$ cat config.mk
export PLATFORM = sky130hd
export DESIGN_NAME = burst_rr_arbiter
export DESIGN_NICKNAME = d
export VERILOG_FILES = /design/src/rtl/arb_pkg.sv /design/src/rtl/rr_pick.sv /design/src/rtl/burst_rr_arbiter.sv
export SDC_FILE = /design/constraint.sdc
export NUM_CORES = 1
export LEC_CHECK = 0
export CAP_MARGIN = 20
export CORE_MARGIN = 3
export CORE_UTILIZATION = 66
export DETAILED_ROUTE_END_ITERATION = 10
export DONT_BUFFER_PORTS = 1
export GPL_TIMING_DRIVEN = 0
export PLACE_DENSITY = 0.82
export SYNTH_ARGS = -nofsm -noshare
export SYNTH_HDL_FRONTEND = slang
export SYNTH_SLANG_ARGS = --single-unit
$ cat constraint.sdc
create_clock -name clk -period 6.5 [get_ports clk]
set_input_delay 1.3 -clock clk [delete_from_list [all_inputs] [get_ports clk]]
set_output_delay 1.3 -clock clk [all_outputs]
set_load 0.005 [all_outputs]
$ cat src/rtl/arb_pkg.sv
// Shared types and constants for the burst round-robin arbiter.
package arb_pkg;

  typedef enum logic {ST_IDLE = 1'b0, ST_LOCK = 1'b1} arb_state_t;

  localparam int BEAT_CNT_W = 8;

endpackage

$ cat src/rtl/rr_pick.sv
// Combinational round-robin pick: rotate req so ptr lands on bit 0,
// take the lowest set bit, rotate the one-hot back into place.
module rr_pick #(
  parameter  int N   = 4,
  localparam int IDW = $clog2(N)
) (
  input  logic [N-1:0]   req,
  input  logic [IDW-1:0] ptr,
  output logic [N-1:0]   gnt,
  output logic [IDW-1:0] idx,
  output logic           any
);

  logic [N-1:0] rot;
  logic [N-1:0] rot_gnt;
  int           pos;

  function automatic int wrap(input int v);
    return (v >= N) ? v - N : v;
  endfunction

  // Rotate, fixed-priority pick from bit 0 upward, rotate back.
  always_comb begin
    rot     = '0;
    rot_gnt = '0;
    gnt     = '0;
    pos     = 0;
    for (int i = 0; i < N; i++) rot[i] = req[IDW'(wrap(i + int'(ptr)))];
    for (int i = N - 1; i >= 0; i--) if (rot[i]) pos = i;
    any = |rot;
    if (any) rot_gnt[IDW'(pos)] = 1'b1;
    for (int i = 0; i < N; i++) gnt[IDW'(wrap(i + int'(ptr)))] = rot_gnt[i];
    idx = any ? IDW'(wrap(pos + int'(ptr))) : '0;
  end

endmodule

$ cat src/rtl/burst_rr_arbiter.sv
// Round-robin arbiter with burst lock: a winner keeps the grant until its
// last beat is accepted, then one idle cycle before the next pick.
// Optional burst watchdog enabled by defining BURST_WDOG_EN.
module burst_rr_arbiter #(
  parameter  int N        = 4,
  parameter  int MAX_HOLD = 64,
  localparam int IDW      = $clog2(N)
) (
  input  logic           clk,
  input  logic           rst,
  input  logic [N-1:0]   req,
  input  logic [N-1:0]   req_last,
  input  logic           res_ready,
  output logic [N-1:0]   grant,
  output logic [IDW-1:0] grant_id,
  output logic           busy,
  output logic           res_valid,
  output logic           res_last,
  output logic [7:0]     beat_cnt,
  output logic           wdog_err
);
  import arb_pkg::*;

  arb_state_t            state_q, state_d;
  logic [N-1:0]          grant_q, grant_d;
  logic [IDW-1:0]        gid_q, gid_d;
  logic [IDW-1:0]        ptr_q, ptr_d;
  logic [BEAT_CNT_W-1:0] beat_q, beat_d;

  logic [N-1:0]   pick_gnt;
  logic [IDW-1:0] pick_idx;
  logic           pick_any;
  logic           xfer, last_xfer, rel_wdog;

  rr_pick #(.N(N)) u_pick (
    .req (req),
    .ptr (ptr_q),
    .gnt (pick_gnt),
    .idx (pick_idx),
    .any (pick_any)
  );

  assign busy      = |grant_q;
  assign grant     = grant_q;
  assign grant_id  = gid_q;
  assign beat_cnt  = beat_q;
  assign res_valid = busy & req[gid_q];
  assign res_last  = busy & req_last[gid_q];
  assign xfer      = res_valid & res_ready;
  assign last_xfer = xfer & res_last;

`ifdef BURST_WDOG_EN
  localparam int HOLD_W = $clog2(MAX_HOLD + 1);

  logic [HOLD_W-1:0] hold_q, hold_d;
  logic              wdog_q, wdog_d;

  // Forced release fires on the last allowed LOCK cycle unless the burst ends anyway.
  assign rel_wdog = (state_q == ST_LOCK) & ~last_xfer & (hold_q == HOLD_W'(MAX_HOLD - 1));
  assign wdog_err = wdog_q;

  // Hold counter: zero while idle so it starts fresh on entering LOCK.
  always_comb begin
    hold_d = hold_q;
    wdog_d = 1'b0;
    if (state_q == ST_IDLE) begin
      hold_d = '0;
    end else begin
      hold_d = hold_q + HOLD_W'(1);
      wdog_d = rel_wdog;
    end
  end

  // Watchdog registers.
  always_ff @(posedge clk) begin
    if (rst) begin
      hold_q <= '0;
      wdog_q <= 1'b0;
    end else begin
      hold_q <= hold_d;
      wdog_q <= wdog_d;
    end
  end
`else
  logic unused_max_hold;
  assign unused_max_hold = (MAX_HOLD > 0);
  assign rel_wdog        = 1'b0;
  assign wdog_err        = 1'b0;
`endif

  // FSM: pick in IDLE, hold ownership in LOCK until last beat (or watchdog).
  always_comb begin
    state_d = state_q;
    grant_d = grant_q;
    gid_d   = gid_q;
    ptr_d   = ptr_q;
    beat_d  = beat_q;
    case (state_q)
      ST_IDLE: begin
        if (pick_any) begin
          state_d = ST_LOCK;
          grant_d = pick_gnt;
          gid_d   = pick_idx;
          beat_d  = '0;
        end
      end
      default: begin
        if (xfer && beat_q != {BEAT_CNT_W{1'b1}}) beat_d = beat_q + BEAT_CNT_W'(1);
        if (last_xfer || rel_wdog) begin
          state_d = ST_IDLE;
          grant_d = '0;
          gid_d   = '0;
          beat_d  = '0;
          ptr_d   = (gid_q == IDW'(N - 1)) ? '0 : gid_q + IDW'(1);
        end
      end
    endcase
  end

  // State, ownership, pointer and beat counter registers.
  always_ff @(posedge clk) begin
    if (rst) begin
      state_q <= ST_IDLE;
      grant_q <= '0;
      gid_q   <= '0;
      ptr_q   <= '0;
      beat_q  <= '0;
    end else begin
      state_q <= state_d;
      grant_q <= grant_d;
      gid_q   <= gid_d;
      ptr_q   <= ptr_d;
      beat_q  <= beat_d;
    end
  end

endmodule

**Word level (Yosys, flattened, before mapping)**

Index checks and enable logic that the tools add are counted.

- Memory bits (writable): 0
- Output and inout port bits: 18
- Logic and storage cells: 106
- Bits in registers: 17
- Bits in read-only memories: 0
- Memories: 0
- Latch bits: 0

- Shifts and indexed selects: 0
- Muxes and demuxes: 53
- Reductions and logical operators: 12
- Multiply operators: 0
- $lt $le $gt $ge: 16
- Equality and inequality tests: 4
- Divide/modulo/power cells: 0
- Bitwise operators: 5
- $add $sub $neg: 11

Operators by type and width:

| kind | number |
|---|---|
| 32-bit 2-to-1 mux | 3 |
| 32-bit by 3-bit adder with 32-bit output | 1 |
| 32-bit by 4-bit >= comparator with 1-bit output (second input constant) | 1 |
| 8-bit 2-to-1 mux | 4 |
| 2-bit by 4-bit < comparator with 1-bit output (second input constant) | 5 |
| 2-bit 2-to-1 mux | 10 |
| 1-bit 2-to-1 mux | 18 |
| 4-bit 2-to-1 mux | 4 |
| 1-bit binary-select mux with 2-bit select | 6 |
| 4-bit bitwise mux | 3 |
| 1-bit demux with 2-bit select | 5 |
| 2-bit by 1-bit >= comparator with 1-bit output (second input constant) | 5 |
| 2-bit by 1-bit subtractor with 2-bit output (second input constant) | 5 |
| 3-bit >= comparator (second input constant) | 3 |
| 8-bit by 1-bit adder with 8-bit output (second input constant) | 1 |
| 8-bit inequality test (second input constant) | 1 |
| 4-bit OR reduction | 2 |
| 2-bit by 2-bit adder with 3-bit output (first input constant) | 2 |
| 1-bit logical AND | 6 |
| 2-bit AND reduction | 3 |
| 1-bit bitwise AND | 4 |
| 4-bit bitwise AND | 1 |
| 1-bit by 2-bit adder with 3-bit output (first input constant) | 1 |
| 2-bit by 3-bit >= comparator with 1-bit output (second input constant) | 1 |
| other kinds (6) | 6 |

**Logic depth before layout (Yosys ltp)**

Gate-level depths: netlist (run 1).

- Depth after elaboration: 21
- Depth in mapped cells: 11

**Cells and area by module**

A second synthesis (run 1) with hierarchy kept.

- Cell total of the unflattened synthesis: 141
- Area total of the unflattened synthesis: 1301.2 um^2

By module, submodules not included:

| module | times used | cells each | area an instance (um^2) |
|---|---|---|---|
| burst_rr_arbiter | 1 | 92 | 862.1 |
| rr_pick | 1 | 49 | 439.2 |

**Least setup slack after synthesis (run 1)**

Ideal clock, no wire load.

- Path type: input -> output
- From: input port req[1]
- To: output port res_valid
- Buffers on the path: 0
- Cell stages on the path: 2
- Path slack: 3.225 ns
- Arrival time: 1.975 ns
- Cell sequence: mux4_1 -> and2_1

- Cells in the longest elaborated chain, start to end: 3

RTL lines:

| item | RTL line | RTL |
|---|---|---|
| start: declaration | burst_rr_arbiter.sv:11 | `input logic [N-1:0] req,` |
| 1-bit binary-select mux with 2-bit select | burst_rr_arbiter.sv:47 | `assign res_valid = busy & req[gid_q];` |
| 1-bit 2-to-1 mux (implied by the code) | burst_rr_arbiter.sv:47 |  |
| 1-bit bitwise AND | burst_rr_arbiter.sv:47 |  |
| end: declaration | burst_rr_arbiter.sv:17 | `output logic res_valid,` |

No other way between the ends. The select of a mux whose other input is x is not followed.

**Worst setup path after layout (run 1)**

Ends and elaborated chain as after synthesis.

==> impl_metrics.yaml, run 1 <==
critical_path:
  worst_path_max_delay_cell: "mux4_1"
  ff2ff_path_depth: 10
  reg2reg_to: "grant_id[1]"
  critPathMaxFanout: 6
  cp.arrival_ns: 2.02
  cp.required_ns: 5.20
  startpoint_type: "primary input"
  cp.buffers_inverters: 0
  path_cells: "mux4_1, and2_1"
  critPathMaxStageDelay_ns: 0.52
  end_kind: "output port"
  reg2reg_from: "ptr_q[0]"
  rrSetupSlack_ns: 3.66
  crit_type: "primary input to output port"
  cpLargestDelayFamily: "multiplexers"
grt:
  grt_max_degree: 12
  grt_first_pass_wirelength_um: 4530
  grt_pass1_vias: 947
  grt.overflow.total: 0
  grt_usage: 0.243
  antenna_found_initial: 0
timing:
  period_minus_slack_ns: 3.32
  finalHoldViolations: 0
  fin_skew_ns: 0.00291
  rsz0062_at_grt: "no"
  period_share: 0.511
  fmax_mhz: 301
  tns_ns: 0
  hold_ws_ns: 0.492
  tightest_slew_ns: 0.526
  setup_viol: 0
  relSlewSlack: 0.646
  drv_slew: 0
synthesis:
  yosys.area_share.simple: 0.261
  synth-seq-area-share: 0.284
  yosysMostFrequentCell: "dfxtp_1"
  synth_top_cells_by_count: "17 x dfxtp_1, 10 x ha_1, 10 x nand2_1, 8 x a21oi_1"
  ys_top_cells_by_area: "dfxtp_1 28%, ha_1 10%, mux4_2 5.6%, mux2i_1 5.0%, a21oi_1 3.3%"
  syn-num-nets: 153
  ys_warn_count: 0
  synth_cell_types: 40
  synth-compound-area-share: 0.164
  synth_top_cell_area_share: 0.284
  synth_xor_area_frac: 0.0146
  synth.cell_area_sq_mm: 0.00120
  synth_cells: 132
  synth_top_family_by_area: "simple AND/OR/NAND/NOR gates"
  synth-seq-cells: 17
  synth_edf_count: 0
  synth_adder_area_share: 0.104
  synthMuxAreaShare: 0.128
  async_reset_ff_frac: 0
  synth_top_cell_by_area: "dfxtp_1"
  syn_avg_cell_area_sq_um: 9.09
  ys.flop_type: "dfxtp_1"
pwr:
  combPwrFrac: 0.155
  pwr-share-seq: 0.551
  power_density_mw_per_mm2: 159
  pwr-share-clk: 0.295
  p_sw_w: 0.0000553
  p_int_w: 0.000144
  peakVddDrop_mv: 0.139
  sw_frac_of_total: 0.278
  totalPowerFinal_w: 0.000199
  power.leakage_nw: 0.450
route:
  drc_errors: 0
  wirelength_um: 2750
  dr.pass1.iters: 4
  vias: 1079
  detail_route.wl_per_cell_um: 17.2
  via_per_inst: 6.74
  final_antenna_net_count: 0
  drtIter0Drc: 52
placement:
  postPlaceCellArea_sq_mm: 0.00123
  dp_hpwl_um: 2080
  io_buffers: 0
  routabilityCongestion: 0.879
clock_network:
  clk_pin_slew_worst_paths_ns: 0.09
  root_buffer: "clkbuf_4"
  cts_tree: "built"
  postCtsSetupBuffers: 0
  cts.sinks: 17
  cts_hold_buf: 0
  cts_resized: 0
  htreeDepth: 1
  clk_latency_ns: 0.30
  cts_max_path_buffers: 2
  cts_buffers: 3
min_path:
  hp-start: "grant[2]"
  min_to: "grant[2]"
  hp-class: "flop to flop"
  hold_depth: 2
floorplanning:
  initial_utilization: 0.745
  fp-row-count: 14
  fp.dieW_um: 48.6
  coreArea_sq_mm: 0.00161
  die-area_sq_mm: 0.00237
  pin_count: 29
  die_h_um: 48.6
layout:
  multi_input_area_sq_um: 810
  synthToLayoutAreaGrowth_pct: 4.69
  post_route_cells_drive_above_1_share: 0.103
  num_antenna_cells: 0
  fillCellCount: 113
  nets: 158
  finalInstanceArea_sq_mm: 0.00126
  seq_area_sq_um: 340
flow_run:
  cap_violations: 0
run_status:
  status: "completed"
-- power by group through the flow --
stage	clock network, W	logic, W	registers, W
CTS	0.0000576	0.0000306	0.000110
finish	0.0000587	0.0000309	0.000110
global placement	0	0.0000293	0.000112
detailed placement	0	0.0000304	0.000112
floorplan	0	0.0000247	0.000111
global route	0.0000631	0.0000341	0.000110
-- state kept, by name (all words and copies together), names as in the netlist --
signal / flops
state_q: 1
beat_cnt: 8
grant: 4
grant_id: 2
ptr_q: 2
-- worst max path at each step --
stage	start	end	slack, ns	cells after the start
floorplan	req[1]	res_valid	3.23	2
global placement	req[1]	res_valid	3.17	2
detailed placement	req[1]	res_valid	3.18	2
CTS	req[1]	res_valid	3.17	2
global route	req[1]	res_valid	3.14	2
finish	req[1]	res_valid	3.18	2
-- metrics by stage --
| step | utilization | instances | setup slack (ns) |
|---|---|---|---|
| after detailed placement | 0.763 | 156 | 3.18 |
| after floorplan | - | 132 | 3.23 |
| after global placement | 0.763 | 156 | 3.17 |
| after CTS | 0.780 | 160 | 3.17 |
| final | 0.780 | 160 | 3.18 |
| after global routing | 0.780 | 160 | 3.14 |
-- per-layer routing --
| layer | wire length, um | vias to the layer above | track usage |
|---|---|---|---|
| li1 | - | 508 | - |
| met4 | 46 | 0 | 0.0711 |
| met3 | 259 | 6 | 0.0920 |
| met5 | 0 | - | 0 |
| met2 | 1220 | 58 | 0.364 |
| met1 | 1220 | 507 | 0.324 |
-- logic make-up after synthesis --
| family | after synthesis |
|---|---|
| buffers and inverters | 10 |
| adders and majority gates | 10 |
| and+or+nand+nor | 54 |
| AOI/OAI and AO/OA | 28 |
| DFF | 17 |
| other | 1 |
| xor gates and xnor gates | 2 |
| muxes | 10 |
-- worst register-to-register path, stage by stage (launching register included) --
cell	delay, ns
dfxtp_1	0.63
inv_1	0.17
ha_1	0.31
clkbuf_1	0.28
mux4_2	0.37
nand2b_1	0.19
nand2_1	0.08
ha_1	0.19
xnor2_1	0.14
xnor2_1	0.15
a22o_1	0.20
-- placed cells by master (no fill, tap or decap), types with 4 or more instances in the layout --
cell | netlist | final
ha_1 | 10 | 10
clkbuf_1 | 3 | 4
dfxtp_1 | 17 | 17
o21ai_0 | 4 | 4
inv_1 | 4 | 4
a21oi_1 | 8 | 8
nand3_1 | 6 | 6
nor2_1 | 6 | 6
mux2i_1 | 6 | 6
or3_1 | 4 | 4
nand2_1 | 10 | 10
-- final cells by class --
cell class                 count  area share
sequential                    17       0.271
clock buffer                   4      0.0209
tap                           24      0.0239
buffer                         6      0.0279
inverter                       4      0.0120
multi-input combinational    105       0.644
No activity file was read; power rests on OpenSTA's default activity.
==> inputs of run 2 (changes only) <==
--- a/config.mk
+++ b/config.mk
@@ -7,11 +7,11 @@
 export LEC_CHECK = 0
 export CAP_MARGIN = 20
 export CORE_MARGIN = 3
-export CORE_UTILIZATION = 66
+export CORE_UTILIZATION = 62
 export DETAILED_ROUTE_END_ITERATION = 10
 export DONT_BUFFER_PORTS = 1
 export GPL_TIMING_DRIVEN = 0
-export PLACE_DENSITY = 0.82
+export PLACE_DENSITY = 0.78
 export SYNTH_ARGS = -nofsm -noshare
 export SYNTH_HDL_FRONTEND = slang
 export SYNTH_SLANG_ARGS = --single-unit
==> constraint.sdc (replaced) <==
create_clock -name clk -period 3.3 [get_ports clk]
set_input_delay 0.66 -clock clk [delete_from_list [all_inputs] [get_ports clk]]
set_output_delay 0.66 -clock clk [all_outputs]
set_load 0.005 [all_outputs]
==> run 2 against run 1 <==
Against the previous run:
- non-clock buffer count stayed put
- clock power rose by 89%
- flip-flop and latch count stayed put
- count of clock-buffer cells in the layout fell by 1
- sequential share of layout area decreased by 0.054 points
- largest cell class unchanged
==> impl_metrics.yaml, run 2 (same netlist as run 1, synthesis figures left out) <==
clock_network:
  htreeDepth: 1
  cts_tree: "built"
  cts_buffers: 3
  root_buffer: "clkbuf_4"
  cts_max_path_buffers: 2
  clk_pin_slew_worst_paths_ns: 0.10
  clk_latency_ns: 0.30
  postCtsSetupBuffers: 0
  cts_resized: 0
  cts_hold_buf: 0
  cts.sinks: 17
grt:
  grt_max_degree: 12
  grt_pass1_vias: 935
  grt_usage: 0.230
  antenna_found_initial: 0
  grt.overflow.total: 0
  grt_first_pass_wirelength_um: 4450
route:
  drtIter0Drc: 36
  wl_met1_um: 1200
  top_layer_used: "met4"
  wl_met2_um: 1170
  drc_errors: 0
  wirelength_um: 2600
  final_antenna_net_count: 0
  dr_wl_met3_um: 215
  detail_route.wl_per_cell_um: 16.1
  vias: 1029
  dr.pass1.iters: 4
  via_per_inst: 6.39
timing:
  relSlewSlack: 0.647
  rsz0062_at_grt: "no"
  tightest_slew_ns: 0.527
  tns_ns: 0
  period_minus_slack_ns: 2.81
  fmax_mhz: 356
  fin_skew_ns: 0.0145
  setup_viol: 0
  finalWorstSetupSlack_ns: 0.489
  drv_slew: 0
  finalHoldViolations: 0
  period_share: 0.852
layout:
  final_common_cell: "dfxtp_1"
  largest_register_ffs: 8
  layout_common_cells: "17 x dfxtp_1, 10 x nand2_1, 10 x ha_1, 8 x a21oi_1"
  post_route_cells_drive_above_1_share: 0.110
  synthToLayoutAreaGrowth_pct: 4.90
  num_antenna_cells: 0
  nets: 158
critical_path:
  cp.arrival_ns: 3.02
  cp.required_ns: 3.51
  end_kind: "flop"
  critPathMaxFanout: 11
  startpoint_type: "flop"
  crit_type: "flop to flop"
pwr:
  power_density_mw_per_mm2: 308
  peakVddDrop_mv: 0.282
  power.leakage_nw: 0.453
  totalPowerFinal_w: 0.000388
flow_run:
  cap_violations: 0
floorplanning:
  die_h_um: 50.0
  coreArea_sq_mm: 0.00178
  initial_utilization: 0.673
  fp.dieW_um: 50.0
  fp-row-count: 15
  pin_count: 29
  die-area_sq_mm: 0.00250
run_status:
  status: "completed"
placement:
  pre_cts_slack_ns: 0.516
  routabilityCongestion: 0.866
  io_buffers: 0
  dp_hpwl_um: 1950
min_path:
  hp-class: "flop to flop"
run 2: final timing paths:
kind / startpoint / endpoint / slack, ns / depth (start not counted)
min: grant[2] / grant[2] / 0.48 / 2
max: ptr_q[0] / grant_id[1] / 0.49 / 10
max reg2reg: ptr_q[0] / grant_id[1] / 0.49 / 10
min reg2reg: grant[2] / grant[2] / 0.48 / 2
run 2: where the power goes:
part	switching [W]	internal, W	total (W)
Combinational	0.0000338	0.0000264	0.0000602
Clock	0.0000662	0.0000452	0.000111
Sequential	0.00000658	0.000210	0.000216
Total	0.000106	0.000281	0.000388
run 2: per-stage QoR:
stage / instance area, sq um / cells / utilization / hold slack [ns]
6_report: 1260 / 161 / 0.706 / 0.483
5_1_grt: 1260 / 161 / 0.706 / 0.514
4_1_cts: 1260 / 161 / 0.706 / 0.490
3_5_place_dp: 1230 / 157 / 0.691 / 0.472
3_3_place_gp: 1230 / 157 / 0.691 / 0.467
2_1_floorplan: 1200 / 132 / - / 0.448
run 2: final cells by class:
type | instances | area [sq um]
multi-input combinational | 105 | 810
fill | 142 | 524
sequential | 17 | 340
buffer | 6 | 35.0
tap | 25 | 31.3
clock buffer | 3 | 22.5
inverter | 4 | 15.0
clock inverter | 1 | 5.00
run 2: per-layer routing:
layer  track usage  vias to the layer above
met1         0.333                      490
met2         0.320                       33
met4        0.0461                        0
met5             0                        -
met3        0.0876                        2
li1              -                      504
run 2: worst max-delay path, stage by stage, from the launching register on:
cell and delay [ns]:
dfxtp_1 0.62, inv_1 0.16, ha_1 0.30, clkbuf_1 0.30, mux4_2 0.38, nand2b_1 0.20
nand2_1 0.09, ha_1 0.19, xnor2_1 0.14, xnor2_1 0.15, a22o_1 0.19
